## src/rtl/pokey_chan_bank_if.sv

```systemverilog
// Register-file-to-audio-datapath bundle: divider controls in, tones/mix/PWM out.
// Latency: none (wiring only).
// Backpressure: none; every signal is sampled or driven every clk179 cycle.
interface pokey_chan_bank_if #(
  parameter int NUM_CHN = 4,
  parameter int DIV_W   = 8
);
  localparam int MIX_W = 4 + $clog2(NUM_CHN);

  logic                     base_tick;
  logic                     restart;
  logic [NUM_CHN*DIV_W-1:0] audf;
  logic [NUM_CHN/2-1:0]     link;
  logic [NUM_CHN*4-1:0]     vol;
  logic [NUM_CHN-1:0]       vol_only;
  logic [NUM_CHN-1:0]       chn_en;
  logic [NUM_CHN-1:0]       tone;
  logic [NUM_CHN-1:0]       pulse;
  logic [MIX_W-1:0]         mix;
  logic                     pwm_out;

  // Register-file side: drives the controls, observes the audio results.
  modport master (
    output base_tick, restart, audf, link, vol, vol_only, chn_en,
    input  tone, pulse, mix, pwm_out
  );

  // Datapath side.
  modport slave (
    input  base_tick, restart, audf, link, vol, vol_only, chn_en,
    output tone, pulse, mix, pwm_out
  );
endinterface

```

## src/rtl/pokey_chan_bank.sv

```systemverilog
// NUM_CHN-channel POKEY-style divider bank with volume mixer and 1-bit PWM DAC.
// Latency: tone/pulse 1 cycle after base_tick, mix 1 cycle after tone, pwm_out 1 cycle after pwm_cnt.
// Backpressure: none; free-running datapath, inputs are sampled every clk179 cycle.
module pokey_chan_bank #(
  parameter int NUM_CHN = 4,
  parameter int DIV_W   = 8
) (
  input  logic               clk179,
  input  logic               init_L,
  pokey_chan_bank_if.slave   bus
);
  localparam int MIX_W   = 4 + $clog2(NUM_CHN);
  localparam int PWM_MAX = NUM_CHN * 15;

  logic [DIV_W-1:0]   cnt_q [NUM_CHN];
  logic [DIV_W-1:0]   cnt_d [NUM_CHN];
  logic [NUM_CHN-1:0] tone_q, tone_d;
  logic [NUM_CHN-1:0] pulse_q, pulse_d;
  logic [2*DIV_W-1:0] pair_cnt;

  logic [MIX_W-1:0]   mix_q, mix_d;
  logic [MIX_W-1:0]   pwm_cnt_q;
  logic [MIX_W-1:0]   mix_hold_q;
  logic               pwm_out_q;
  logic               pwm_wrap;

  // Divider next state: restart reloads everything, otherwise step on base_tick,
  // treating a linked pair as one double-width counter owned by the odd channel.
  always_comb begin
    cnt_d    = cnt_q;
    tone_d   = tone_q;
    pulse_d  = '0;
    pair_cnt = '0;
    if (bus.restart) begin
      for (int i = 0; i < NUM_CHN; i++) begin
        cnt_d[i] = bus.audf[i*DIV_W +: DIV_W];
      end
      tone_d = '0;
    end else if (bus.base_tick) begin
      for (int k = 0; k < NUM_CHN/2; k++) begin
        if (bus.link[k]) begin
          pair_cnt = {cnt_q[2*k+1], cnt_q[2*k]};
          if (pair_cnt == '0) begin
            pair_cnt         = bus.audf[2*k*DIV_W +: 2*DIV_W];
            pulse_d[2*k+1]   = 1'b1;
            tone_d[2*k+1]    = ~tone_q[2*k+1];
          end else begin
            pair_cnt = pair_cnt - (2*DIV_W)'(1);
          end
          cnt_d[2*k]   = pair_cnt[DIV_W-1:0];
          cnt_d[2*k+1] = pair_cnt[2*DIV_W-1:DIV_W];
        end else begin
          for (int j = 2*k; j < 2*k+2; j++) begin
            if (cnt_q[j] == '0) begin
              cnt_d[j]   = bus.audf[j*DIV_W +: DIV_W];
              pulse_d[j] = 1'b1;
              tone_d[j]  = ~tone_q[j];
            end else begin
              cnt_d[j] = cnt_q[j] - DIV_W'(1);
            end
          end
        end
      end
    end
  end

  // Divider state registers.
  always_ff @(posedge clk179 or negedge init_L) begin
    if (!init_L) begin
      for (int i = 0; i < NUM_CHN; i++) begin
        cnt_q[i] <= '0;
      end
      tone_q  <= '0;
      pulse_q <= '0;
    end else begin
      for (int i = 0; i < NUM_CHN; i++) begin
        cnt_q[i] <= cnt_d[i];
      end
      tone_q  <= tone_d;
      pulse_q <= pulse_d;
    end
  end

  // Mixer: sum the volumes of every enabled channel whose tone (or vol_only) is high.
  // PWM_MAX fits in MIX_W, so the sum never wraps.
  always_comb begin
    mix_d = '0;
    for (int i = 0; i < NUM_CHN; i++) begin
      if (bus.chn_en[i] && (tone_q[i] || bus.vol_only[i])) begin
        mix_d = mix_d + MIX_W'(bus.vol[i*4 +: 4]);
      end
    end
  end

  // Mixer output register.
  always_ff @(posedge clk179 or negedge init_L) begin
    if (!init_L) begin
      mix_q <= '0;
    end else begin
      mix_q <= mix_d;
    end
  end

  assign pwm_wrap = (pwm_cnt_q == MIX_W'(PWM_MAX - 1));

  // PWM DAC: mix is captured only at the period boundary so the duty cycle never
  // changes mid-period; mix_hold == PWM_MAX yields a constant high output.
  always_ff @(posedge clk179 or negedge init_L) begin
    if (!init_L) begin
      pwm_cnt_q  <= '0;
      mix_hold_q <= '0;
      pwm_out_q  <= 1'b0;
    end else begin
      pwm_cnt_q <= pwm_wrap ? '0 : pwm_cnt_q + MIX_W'(1);
      if (pwm_wrap) begin
        mix_hold_q <= mix_q;
      end
      pwm_out_q <= (pwm_cnt_q < mix_hold_q);
    end
  end

  assign bus.tone    = tone_q;
  assign bus.pulse   = pulse_q;
  assign bus.mix     = mix_q;
  assign bus.pwm_out = pwm_out_q;

endmodule
```

## src/flat_wrapper.sv

```systemverilog
// flat-port wrapper written by rule: the top's interface ports become plain ports
module pokey_chan_bank_flat 
#(
  parameter int NUM_CHN = 4,
  parameter int DIV_W   = 8
)
  (clk179, init_L, bus_base_tick, bus_restart, bus_audf, bus_link, bus_vol, bus_vol_only, bus_chn_en, bus_tone, bus_pulse, bus_mix, bus_pwm_out);
  pokey_chan_bank_if #(.NUM_CHN(NUM_CHN), .DIV_W(DIV_W)) bus_i ();
  input  logic clk179;
  input  logic init_L;
  input wire logic [$bits(bus_i.base_tick)-1:0] bus_base_tick;
  input wire logic [$bits(bus_i.restart)-1:0] bus_restart;
  input wire logic [$bits(bus_i.audf)-1:0] bus_audf;
  input wire logic [$bits(bus_i.link)-1:0] bus_link;
  input wire logic [$bits(bus_i.vol)-1:0] bus_vol;
  input wire logic [$bits(bus_i.vol_only)-1:0] bus_vol_only;
  input wire logic [$bits(bus_i.chn_en)-1:0] bus_chn_en;
  output wire logic [$bits(bus_i.tone)-1:0] bus_tone;
  output wire logic [$bits(bus_i.pulse)-1:0] bus_pulse;
  output wire logic [$bits(bus_i.mix)-1:0] bus_mix;
  output wire logic [$bits(bus_i.pwm_out)-1:0] bus_pwm_out;
  assign bus_i.base_tick = bus_base_tick;
  assign bus_i.restart = bus_restart;
  assign bus_i.audf = bus_audf;
  assign bus_i.link = bus_link;
  assign bus_i.vol = bus_vol;
  assign bus_i.vol_only = bus_vol_only;
  assign bus_i.chn_en = bus_chn_en;
  assign bus_tone = bus_i.tone;
  assign bus_pulse = bus_i.pulse;
  assign bus_mix = bus_i.mix;
  assign bus_pwm_out = bus_i.pwm_out;
  pokey_chan_bank #(.NUM_CHN(NUM_CHN), .DIV_W(DIV_W)) u_core (.clk179(clk179), .init_L(init_L), .bus(bus_i));
endmodule
```

## config.mk

```make
export PLATFORM = sky130hd
export DESIGN_NAME = pokey_chan_bank_flat
export DESIGN_NICKNAME = d
export VERILOG_FILES = /design/src/rtl/pokey_chan_bank_if.sv /design/src/rtl/pokey_chan_bank.sv /design/src/flat_wrapper.sv
export SDC_FILE = /design/constraint.sdc
export NUM_CORES = 1
export LEC_CHECK = 0
export ABC_CLOCK_PERIOD_IN_PS = 3800
export CORE_UTILIZATION = 50
export DETAILED_ROUTE_END_ITERATION = 7
export DONT_BUFFER_PORTS = 1
export GPL_TIMING_DRIVEN = 0
export PLACE_DENSITY = 0.68
export SLEW_MARGIN = 15
export SYNTH_ARGS = -nofsm -noshare
export SYNTH_HDL_FRONTEND = slang
export SYNTH_SLANG_ARGS = --single-unit
```

## constraint.sdc

```tcl
create_clock -name clk179 -period 3.8 [get_ports clk179]
set_input_delay 0.76 -clock clk179 [delete_from_list [all_inputs] [get_ports clk179]]
set_output_delay 0.76 -clock clk179 [all_outputs]
set_load 0.01 [all_outputs]
```

==> results of run 1 <==
==> registers in the layout, indices dropped and copies added, names as in the netlist <==
register,cells
u_core.bus.pwm_out,1
u_core.bus.mix,6
u_core.mix_hold_q,6
u_core.bus.tone,4
u_core.cnt_q,32
u_core.bus.pulse,4
u_core.pwm_cnt_q,6
==> synthesized netlist by cell type, drive strengths merged (5+ instances only) <==
master / instances / area, um2
nand4: 6 / 37.54
a211o: 6 / 52.55
or3: 6 / 37.54
ha: 23 / 287.8
mux2i: 5 / 50.05
or4: 5 / 41.29
mux2: 6 / 67.56
a31oi: 7 / 43.79
xor2: 6 / 52.55
nand3: 26 / 130.1
o21ai: 45 / 225.2
buf: 5 / 33.78
nor2: 42 / 157.7
a21oi: 31 / 155.2
clkbuf: 20 / 75.07
a21o: 12 / 90.09
o211ai: 14 / 105.1
dfrtp: 59 / 1476
inv: 32 / 120.1
nand2: 54 / 202.7
nor4: 10 / 62.56
xnor2: 10 / 87.58
o21a: 5 / 37.54
nor3: 18 / 101.4
==> what timing repair did <==
action | 4_1_cts | 5_1_grt
buffers inserted | 3 | 5
pin swaps | 4 | 13
setup endpoints to repair | 2 | 3
gates resized for setup | 4 | 12
==> through the flow <==
stage / utilization / std cells / total power [W] / worst slack (ns) / hold slack, ns
after floorplan: - / 537 / 0.001126 / 0.0004798 / 0.4644
after global placement: 0.5330 / 645 / 0.001215 / -0.2544 / 0.4679
after detailed placement: 0.5330 / 645 / 0.001231 / -0.3016 / 0.4682
after CTS: 0.5614 / 664 / 0.001830 / 0.01059 / 0.09354
after global routing: 0.5708 / 669 / 0.001953 / -0.1051 / 0.08401
final: 0.5708 / 669 / 0.001853 / 0.06966 / 0.09819
==> logic make-up (layout without fill, tap and decap cells) <==
kind of cell	count (synthesis)	count (layout)	synth area share
AND/OR/NAND/NOR	198	198	0.2249
AO/OA/AOI/OAI	170	170	0.2585
flip-flops	59	59	0.3301
buffers and inverters	57	81	0.05119
adder cells (fa/ha/maj)	26	26	0.07776
XOR/XNOR	16	16	0.03133
multiplexers	11	11	0.02629
==> how the worst min path moves through the flow <==
stage,slack (ns),to,cells past startpoint
floorplan,0.46,u_core.bus.mix[0],0
global placement,0.47,u_core.cnt_q[16],0
detailed placement,0.47,u_core.cnt_q[16],0
CTS,0.09,u_core.mix_hold_q[2],0
global route,0.08,u_core.cnt_q[15],0
finish,0.1,u_core.cnt_q[15],0
==> critical path, stage by stage (launching register included) <==
cell      delay (ns)
dfrtp_2         0.46
o21a_1          0.20
and2_4          0.15
ha_4            0.16
inv_2           0.05
fa_1            0.39
mux2i_2         0.21
ha_1            0.28
a21o_1          0.17
a211o_1         0.26
a21oi_2         0.13
a31oi_2         0.07
ha_1            0.35
o21ai_2         0.06
nor2_2          0.11
o21bai_2        0.10
or3b_4          0.37
o211ai_1        0.10
==> area by class of cell <==
type,instances,area share
clock inverters,7,0.01541
plain buffers,25,0.02198
clock buffers,9,0.02501
well taps,108,0.02728
multi-input cells,421,0.5756
inverters,32,0.02425
flip-flops and latches,59,0.2983
repair buffers,8,0.01212
==> report_power, final <==
| part | total (W) | internal (W) | leakage, nW | switching [W] |
|---|---|---|---|---|
| Sequential | 0.000779 | 0.000694 | 0.738 | 0.0000855 |
| Combinational | 0.000480 | 0.000211 | 1.19 | 0.000269 |
| Clock | 0.000593 | 0.000306 | 0.0958 | 0.000287 |
==> layer usage <==
metal	wire length, um	track usage	vias up
li1	-	-	2047
met2	5538	0.4290	164
met1	5076	0.3267	2045
met3	917	0.05477	26
met5	0	0	-
met4	245	0.1115	0
==> impl_metrics.py, run 1 <==
metrics = {
    "power_and_ir_drop": {
        "p_leak_nw": 2.020,
        "ir_worst_vdd_mv": 0.2312,
        "power_density_nw_per_um2": 374.0,
    },
    "synthesis": {
        "ys_warn_count": 0,
        "synthDistinctLibCells": 68,
        "synth-seq-cells": 59,
        "syn_avg_cell_area_um2": 8.330,
        "syn_inst": 537,
        "ys.flop_type": "dfrtp_1",
        "netlist_area_um2": 4473,
        "synth-edff-count": 0,
        "synth-async-reset-ratio": 1.000,
        "seq_area_frac_synth": 0.3301,
        "syn_nets": 625,
    },
    "detailed_routing": {
        "drc_errors": 0,
        "drt_iter0_markers": 345,
        "via_per_inst": 6.401,
        "wl_um": 11780,
        "antenna_left": 0,
        "drt_pass1_iterations": 5,
        "avgRoutedWirePerCell_um": 17.61,
        "vias": 4282,
    },
    "worst_setup_path": {
        "worstSetupPathType": "flip-flop to flip-flop",
        "arrival_ns": 3.98,
        "start_kind": "flip-flop",
        "cp-startpoint": "u_core.bus.tone[0]",
        "reg2reg_to": "u_core.bus.mix[5]",
        "critPathRequiredTime_ns": 4.05,
        "cp_max_fo": 5,
        "endpoint_kind": "flip-flop",
        "worst-r2r-setup-slack_ns": 0.07,
        "critPathCapture": "u_core.bus.mix[5]",
        "r2r_cells": 17,
        "r2r-start": "u_core.bus.tone[0]",
    },
    "timing": {
        "tns_ns": 0,
        "finClkSkew_ns": 0.01548,
        "period_share": 0.9817,
        "worstMarginPinSlew_ns": 1.034,
        "period_minus_slack_ns": 3.730,
        "rsz0062_at_grt": "yes",
        "setup_violations": 0,
        "finalHoldViolations": 0,
        "slew_headroom": 0.3007,
        "achievable-frequency_ghz": 0.2681,
        "maxSlewViolCount": 0,
    },
    "floorplanning": {
        "io_pins": 77,
        "fp.dieH_um": 96.59,
        "core_area_um2": 8678,
        "die_w_um": 96.59,
        "dieArea_um2": 9329,
        "initial_utilization": 0.5154,
        "placementRows": 34,
    },
    "cells_and_area": {
        "area_growth_pct": 10.74,
        "mostFrequentLayoutCell": "dfrtp_1",
        "multi_input_area_um2": 2851,
        "seqCellArea_um2": 1478,
        "final_cell_mix": "dfrtp_1, nand2_1, nor2_1",
        "final_layout_size_suffix_gt1_frac": 0.1141,
        "num-fill-cells": 799,
        "final_area_um2": 4954,
        "finalNetCount": 644,
        "antenna_cells": 0,
    },
    "clocking": {
        "cts_made_buffers": 9,
        "cts_tree": "yes",
        "clockBufferDepth": 2,
        "clock_sinks": 59,
        "htreeDepth": 3,
        "clock_latency_ns": 0.35,
        "cts_root_buffer": "clkbuf_8",
        "cts_hold_buffers": 0,
        "path_clk_slew_ns": 0.08,
    },
    "global_route": {
        "grt_usage": 0.2596,
        "grt_max_degree": 60,
        "grt_pass1_vias": 3978,
        "globalRouteOverflowTotal": 0,
        "grt_pass1_wl_um": 18780,
        "antenna_found_initial": 0,
    },
    "place": {
        "dpl_cell_area_um2": 4626,
        "dp_hpwl_um": 8636,
        "port_buffers": 0,
        "gp_congestion": 0.9068,
    },
    "hold_path": {
        "hold_class": "input port to async pin",
    },
    "status": {
        "status": "finished clean",
    },
    "run": {
        "drv_cap": 0,
    },
}
No activity file was read; power rests on OpenSTA's default activity.
==> inputs of run 2 (changes only) <==
--- a/config.mk
+++ b/config.mk
@@ -6,11 +6,11 @@
 export NUM_CORES = 1
 export LEC_CHECK = 0
 export ABC_CLOCK_PERIOD_IN_PS = 3800
-export CORE_UTILIZATION = 50
+export CORE_UTILIZATION = 25
+export CTS_BUF_LIST = sky130_fd_sc_hd__clkbuf_4
 export DETAILED_ROUTE_END_ITERATION = 7
 export DONT_BUFFER_PORTS = 1
 export GPL_TIMING_DRIVEN = 0
-export PLACE_DENSITY = 0.68
 export SLEW_MARGIN = 15
 export SYNTH_ARGS = -nofsm -noshare
 export SYNTH_HDL_FRONTEND = slang
==> run 2 against run 1 <==
- final cell count rose by 18%
- register-to-register slack gained 0.02 ns
- routed wire length is 14% higher
- combinational power up 7.7%
- count of clock-buffer cells in the layout stayed put
- global-route usage down 11 points
- design area increased by 4.7%
- first-iteration DRC count fell by 18%
- largest cell class unchanged
- largest power group unchanged
==> impl_metrics.py, run 2 (synthesized netlist as in run 1, its figures left out) <==
metrics = {
    "cells_and_area": {
        "final_cell_mix": "dfrtp_1, nand2_1, nor2_1",
        "area_growth_pct": 16.00,
        "final_layout_size_suffix_gt1_frac": 0.1340,
        "finalNetCount": 650,
        "mostFrequentLayoutCell": "dfrtp_1",
        "utilization": 0.2989,
        "regMostFlops": "u_core.cnt_q",
        "antenna_cells": 0,
        "largest_register_ffs": 32,
        "final_cells": 792,
    },
    "worst_setup_path": {
        "cp_max_fo": 5,
        "crit_family": "adder cells",
        "cp_cell_sequence": "o21a_1 > and2_4 > ha_4 > inv_2 > fa_2 > mux2i_4 > ha_4 > a21o_1 > a211o_1 > a21oi_2 > a31oi_4 > ha_4 > o21ai_2 > nor2_2 > o21bai_1 > or3b_4 > o211ai_1",
        "worst-path-buf-inv": 1,
        "path_common_cell": "ha_4",
        "worstSetupPathType": "flip-flop to flip-flop",
        "cpPeakStageDelay_ns": 0.48,
        "critPathRequiredTime_ns": 4.12,
        "start_kind": "flip-flop",
        "endpoint_kind": "flip-flop",
        "slowest_stage": "dfrtp_2",
        "arrival_ns": 4.03,
    },
    "timing": {
        "finClkSkew_ns": 0.01083,
        "tns_ns": 0,
        "slew_headroom": 0.3011,
        "finalHoldViolations": 0,
        "setup_violations": 0,
        "rsz0062_at_grt": "yes",
        "period_share": 0.9759,
        "period_minus_slack_ns": 3.708,
        "maxSlewViolCount": 0,
        "achievable-frequency_ghz": 0.2697,
        "worstMarginPinSlew_ns": 1.034,
        "setup_slack_ns": 0.09174,
    },
    "detailed_routing": {
        "drt_iter0_markers": 283,
        "wl_um": 13400,
        "antenna_left": 0,
        "via_per_inst": 5.351,
        "vias": 4238,
        "avgRoutedWirePerCell_um": 16.91,
        "drt_pass1_iterations": 5,
        "drc_errors": 0,
    },
    "place": {
        "pre_cts_ws_ns": -0.3991,
        "port_buffers": 0,
        "dp_cells": 762,
        "dp_hpwl_um": 9720,
        "gp_congestion": 0.8445,
    },
    "hold_path": {
        "hold_class": "input port to async pin",
    },
    "power_and_ir_drop": {
        "p_clk_frac": 0.260,
        "p_sw_frac": 0.3611,
        "ir_worst_vdd_mv": 0.1669,
        "pwr-share-comb": 0.295,
        "power_density_nw_per_um2": 337.4,
        "seq_power_share": 0.444,
        "p_int_w": 0.001119,
        "p_sw_w": 0.0006323,
        "p_leak_nw": 2.039,
    },
    "global_route": {
        "globalRouteOverflowTotal": 0,
        "grt_pass1_wl_um": 20870,
        "antenna_found_initial": 0,
        "grt_pass1_vias": 3893,
        "grt_usage": 0.1472,
        "grt_max_degree": 49,
    },
    "clocking": {
        "cts_tree": "yes",
        "htreeDepth": 3,
        "clockBufferDepth": 2,
        "path_clk_slew_ns": 0.11,
        "clock_latency_ns": 0.41,
        "clock_sinks": 59,
        "cts_made_buffers": 9,
        "cts_root_buffer": "clkbuf_4",
    },
    "run": {
        "drv_cap": 0,
    },
    "status": {
        "status": "finished clean",
    },
    "floorplanning": {
        "placementRows": 48,
        "core_area_um2": 17360,
        "die_w_um": 135.8,
        "io_pins": 77,
        "fp.dieH_um": 135.8,
        "initial_utilization": 0.2577,
        "dieArea_um2": 18430,
    },
}
[run 2: cell count changes in the layout (fill, tap and decap cells not counted), sizes merged]
| cell | delta |
|---|---|
| clkinv | +1 |
| buf | +5 |
| inv | -1 |
| dlygate4sd3 | +1 |
[run 2: final timing paths]
path	start	to	slack, ns	depth (start not counted)
setup / recovery	u_core.bus.tone[0]	u_core.bus.mix[5]	0.09	17
hold / removal	init_L	u_core.bus.mix[0]	0.19	1
setup reg to reg	u_core.bus.tone[0]	u_core.bus.mix[5]	0.09	17
hold reg to reg	u_core.pwm_cnt_q[0]	u_core.pwm_cnt_q[0]	0.55	1
max in group asynchronous	init_L	u_core.cnt_q[2]	2.59	1
min in group clk179	bus_audf[11]	u_core.cnt_q[19]	0.47	2
[run 2: power by group through the flow]
stage	sequential, W	combinational [W]	clock, W
global route	0.000790	0.000577	0.000507
global placement	0.000788	0.000441	0
CTS	0.000776	0.000477	0.000479
finish	0.000778	0.000517	0.000456
detailed placement	0.000788	0.000443	0
floorplan	0.000766	0.000360	0
[run 2: timing repair]
action / CTS / global route
setup endpoints to repair: 2 / 3
pin swaps: 6 / 9
hold endpoints to repair: 48 / 0
hold buffers: 2 / 0
resized for setup: 7 / 18
buffers inserted: 5 / 7
[run 2: cell type report]
class,count,area (um2)
Fill cell,1845,12170
Multi-Input combinational cell,421,2937
Sequential cell,59,1478
Tap cell,225,281.5
Timing Repair Buffer,14,127.6
Inverter,32,120.1
Buffer,25,108.9
Clock inverter,7,68.82
Clock buffer,9,67.56
[run 2: layer usage]
metal / up-vias / track usage / routed length (um)
met1: 1990 / 0.1954 / 6075
li1: 2060 / - / -
met4: 0 / 0.04869 / 167
met5: - / 0 / 0
met3: 17 / 0.04415 / 1012
met2: 171 / 0.2256 / 6140
[run 2: metrics by stage]
step / instance area, um2 / power [W] / hold WS, ns
floorplan: 4491 / 0.001126 / 0.4644
global placement: 4772 / 0.001229 / 0.4698
detailed placement: 4772 / 0.001231 / 0.4701
CTS: 5017 / 0.001732 / 0.1624
global route: 5189 / 0.001874 / 0.1520
finish: 5189 / 0.001751 / 0.1876
==> inputs of run 3 (changes only) <==
--- a/config.mk
+++ b/config.mk
@@ -5,7 +5,8 @@
 export SDC_FILE = /design/constraint.sdc
 export NUM_CORES = 1
 export LEC_CHECK = 0
-export ABC_CLOCK_PERIOD_IN_PS = 3800
+export ABC_CLOCK_PERIOD_IN_PS = 4560
+export CAP_MARGIN = 10
 export CORE_UTILIZATION = 25
 export CTS_BUF_LIST = sky130_fd_sc_hd__clkbuf_4
 export DETAILED_ROUTE_END_ITERATION = 7
==> constraint.sdc (replaced) <==
create_clock -name clk179 -period 4.56 [get_ports clk179]
set_input_delay 0.912 -clock clk179 [delete_from_list [all_inputs] [get_ports clk179]]
set_output_delay 0.912 -clock clk179 [all_outputs]
set_load 0.01 [all_outputs]
==> run 3 against run 2 <==
- non-clock buffer count shrank 14
- critical endpoint unchanged
- final cell count shrank 1.8%
- flip-flop and latch count is the same
- largest cell class unchanged
- hold slack lost 0.022 ns
- count of clock-buffer cells in the layout is the same
- critical path depth is the same
- clock power shrank 28%
- critical path type unchanged
==> impl_metrics.py, run 3 (synthesized netlist as in run 1, its figures left out) <==
metrics = {
    "cells_and_area": {
        "final_layout_size_suffix_gt1_frac": 0.06872,
        "finalNetCount": 636,
        "final_cell_mix": "dfrtp_1, nand2_1, nor2_1",
        "area_growth_pct": 8.951,
        "final_area_um2": 4873,
        "mostFrequentLayoutCell": "dfrtp_1",
        "regMostFlops": "u_core.cnt_q",
        "largest_register_ffs": 32,
        "antenna_cells": 0,
    },
    "clocking": {
        "cts_tree": "yes",
        "path_clk_slew_ns": 0.12,
        "post_cts_buffers": 0,
        "clock_sinks": 59,
        "cts_made_buffers": 9,
        "clock_latency_ns": 0.42,
        "clockBufferDepth": 2,
        "htreeDepth": 3,
        "cts_root_buffer": "clkbuf_4",
    },
    "global_route": {
        "globalRouteOverflowTotal": 0,
        "antenna_found_initial": 1,
        "grt_pass1_wl_um": 20750,
        "grt_pass1_vias": 3805,
        "grt_max_degree": 60,
        "grt_usage": 0.1457,
    },
    "timing": {
        "finalHoldViolations": 0,
        "period_minus_slack_ns": 4.140,
        "holdWs_ns": 0.1653,
        "achievable-frequency_ghz": 0.2415,
        "setup_violations": 0,
        "finClkSkew_ns": 0.01563,
        "rsz0062_at_grt": "no",
        "worstMarginPinSlew_ns": 1.031,
        "slew_headroom": 0.3029,
        "tns_ns": 0,
        "maxSlewViolCount": 0,
        "period_share": 0.9079,
    },
    "worst_setup_path": {
        "cp_cell_sequence": "o21a_1 > and2_1 > ha_1 > inv_1 > fa_1 > mux2i_1 > ha_1 > a21o_1 > a211o_1 > a21oi_1 > a31oi_2 > ha_1 > o21ai_0 > nor2_1 > o21bai_1 > or3b_2 > o211ai_1",
        "cp_max_fo": 5,
        "worst-path-buf-inv": 1,
        "path_depth": 17,
        "worstSetupPathType": "flip-flop to flip-flop",
        "critPathRequiredTime_ns": 4.91,
        "endpoint_kind": "flip-flop",
        "cpPeakStageDelay_ns": 0.49,
        "path_common_cell": "ha_1",
        "slowest_stage": "dfrtp_1",
        "start_kind": "flip-flop",
        "arrival_ns": 4.49,
        "r2r_cells": 17,
        "crit_family": "adder cells",
    },
    "floorplanning": {
        "placementRows": 48,
        "dieArea_um2": 18430,
        "fp.dieH_um": 135.8,
        "core_area_um2": 17360,
        "initial_utilization": 0.2577,
        "die_w_um": 135.8,
        "io_pins": 77,
    },
    "place": {
        "gp_congestion": 0.8358,
        "dpl_cell_area_um2": 4755,
        "dp_hpwl_um": 9813,
        "port_buffers": 0,
    },
    "detailed_routing": {
        "wl_um": 13100,
        "antenna_left": 0,
        "via_per_inst": 5.341,
        "drc_errors": 0,
        "drt_iter0_markers": 279,
        "drt_pass1_iterations": 5,
        "vias": 4155,
        "avgRoutedWirePerCell_um": 16.84,
    },
    "status": {
        "status": "finished clean",
    },
    "power_and_ir_drop": {
        "ir_worst_vdd_mv": 0.1378,
        "p_leak_nw": 1.949,
        "power_density_nw_per_um2": 277.2,
    },
    "hold_path": {
        "hold_class": "input port to async pin",
    },
    "run": {
        "drv_cap": 0,
    },
}
[run 3: area by class of cell]
type	instances	area, um2
plain buffers	25	108.9
clock buffers	9	67.56
clock inverters	7	45.04
fillers	1891	12480
inverters	32	120.1
multi-input cells	421	2774
flip-flops and latches	59	1476
well taps	225	281.5
[run 3: power by group]
group / switching (W) / internal, W
clock network: 0.000219 / 0.000108
registers: 0.0000712 / 0.000578
logic: 0.000216 / 0.000158
total: 0.000506 / 0.000844
[run 3: through the flow]
stage                     instances    util  total power (W)  setup slack [ns]
after floorplan                 537       -        0.0009371            0.3915
after global placement          762  0.2739         0.001021           0.01853
after detailed placement        762  0.2739         0.001026          0.003983
after CTS                       778  0.2804         0.001362            0.3200
after global routing            778  0.2808         0.001447           0.03383
final                           778  0.2808         0.001351            0.4198
[run 3: routing by layer]
metal  GRT usage  up-vias  wire length [um]
met3     0.04714       11              1044
met2      0.2219      135              5813
met4     0.03184        2               109
met1      0.1984     1976              6124
met5           0        -                 9
li1            -     2031                 -
[run 3: timing repair]
item,in CTS,in global routing
setup endpoints to repair,0,1
endpoints found under the hold margin,0,0
hold buffers,0,0
resized for setup,0,1
[run 3: worst paths after layout]
kind	start	end	slack (ns)
max in group asynchronous	init_L	u_core.cnt_q[21]	4.24
setup / recovery	u_core.bus.tone[0]	u_core.bus.mix[5]	0.42
hold reg to reg	u_core.pwm_cnt_q[0]	u_core.pwm_cnt_q[0]	0.55
min in group clk179	u_core.pwm_cnt_q[0]	u_core.pwm_cnt_q[0]	0.55
setup reg to reg	u_core.bus.tone[0]	u_core.bus.mix[5]	0.42
hold / removal	init_L	u_core.bus.mix[1]	0.17
==> RTL edit 1 (flow settings as in run 1) <==
`DIV_W` is set to 8 in 3 places; all go to 10.
--- a/src/rtl/pokey_chan_bank_if.sv
+++ b/src/rtl/pokey_chan_bank_if.sv
@@ -5,3 +5,3 @@
   parameter int NUM_CHN = 4,
-  parameter int DIV_W   = 8
+  parameter int DIV_W   = 10
 );
--- a/src/rtl/pokey_chan_bank.sv
+++ b/src/rtl/pokey_chan_bank.sv
@@ -5,3 +5,3 @@
   parameter int NUM_CHN = 4,
-  parameter int DIV_W   = 8
+  parameter int DIV_W   = 10
 ) (
--- a/src/flat_wrapper.sv
+++ b/src/flat_wrapper.sv
@@ -4,3 +4,3 @@
   parameter int NUM_CHN = 4,
-  parameter int DIV_W   = 8
+  parameter int DIV_W   = 10
 )
Ports: changed (resized bus_audf); port bits go from 77 to 85. The function was not compared with the original's and may differ.
==> RTL edit 1 against run 1 <==
Count of clock-buffer cells in the layout increased by 2. Total power increased by 5.6%. Cell area increased by 12%. Wire length increased by 19%. Synthesized area increased by 13%. Sequential cell count increased by 8. Critical path depth decreased by 1. Worst setup slack got worse by 0.069 ns. Largest cell class unchanged.
==> RTL edit 1: results <==
group,metric,value,unit
place,place_hpwl,10160,um
global_route,grt_util_met1,0.3741,
cells_and_area,bufAreaShareNonClock,0.03571,
drt,drt_first_pass_iters,4,
cells_and_area,clkbuf_count,11,
drt,drt_iter0_drc,314,
cts,cts_resized,2,
drt,wl_met3,1063,um
cells_and_area,multiInputGateArea,3168,sq um
cells_and_area,multi_input_cells,472,
drt,routed_wl,13990,um
cells_and_area,clock_cell_area_share,0.03504,
cells_and_area,regArea,1678,sq um
synth,synth_cell_type_count,82,
min_path,hp-class,"primary input to asynchronous set/reset pin",
cells_and_area,buffers,31,
synth,syn_inst,602,
synth,ys_seq_area_frac,0.3323,
power_and_ir_drop,power_frac_seq,0.452,
cells_and_area,finalCoreUtilization,0.5663,
cells_and_area,largest_reg_flops,40,
synth,synthTopCellsByArea,"dfrtp_1 (33%), a21oi_1 (6.0%), ha_1 (5.7%), o21ai_0 (5.6%), nand2_1 (3.4%)",
cells_and_area,drive_gt1_frac,0.1208,
power_and_ir_drop,pg_clk,0.598,mW
global_route,grt_pass1_wl,21980,um
cts,postCtsSetupBuffers,0,
global_route,grt_pass1_vias,4372,
drt,m1WireLength,6224,um
cts,cts_sinks,67,
worst_setup_path,cp_max_fo,4,
power_and_ir_drop,leakage,2.195,nW
timing,max_slew_margin,0.2849,
worst_setup_path,reg2reg_slack,0.0002,ns
timing,fin_crit,3.800,ns
global_route,grt.total_usage,0.2715,
power_and_ir_drop,peakVddDrop,0.2164,mV
cells_and_area,final_cells,754,
drt,vias,4723,
cells_and_area,fill_cells,893,
cells_and_area,inv_count,35,
drt,dr_wl_met2,6424,um
status,outcome,"complete, no violations",
place,pre_cts_slack,-0.2848,ns
synth,syn_nets,698,
place,dp_cells,735,
place,place_congestion,0.8919,
global_route,grt_max_degree,68,
global_route,grt_util_met2,0.4190,
worst_setup_path,crit_arrival,4.03,ns
==> RTL edit 1: cell count changes after synthesis, sizes merged, moves of 4 or more <==
cell    before  now
a21o        12    7
o211ai      14    7
nand2       54   46
a21oi       31   61
nor4        10   15
nor3        18   28
o31ai        1    6
nor2b        4    8
dfrtp       59   67
o21ai       45   60
clkbuf      20   16
buf          5   12
==> RTL edit 1: critical path: cells and delay by family, from the launching register on <==
kind                       cells  cell delay, ns
buffers and inverters          2            0.13
AOI/OAI and AO/OA              7            1.35
and+or+nand+nor                2            0.23
adders and majority gates      4            1.25
muxes                          1            0.23
DFF                            1            0.47
==> RTL edit 1: cell families after synthesis <==
| kind of cell | Yosys count | synth area share |
|---|---|---|
| AND/OR/NAND/NOR | 214 | 0.2242 |
| AO/OA/AOI/OAI | 203 | 0.2589 |
| flip-flops | 67 | 0.3323 |
| buffers and inverters | 63 | 0.06076 |
| adder cells (fa/ha/maj) | 26 | 0.06895 |
| XOR/XNOR | 18 | 0.03125 |
| multiplexers | 11 | 0.02356 |
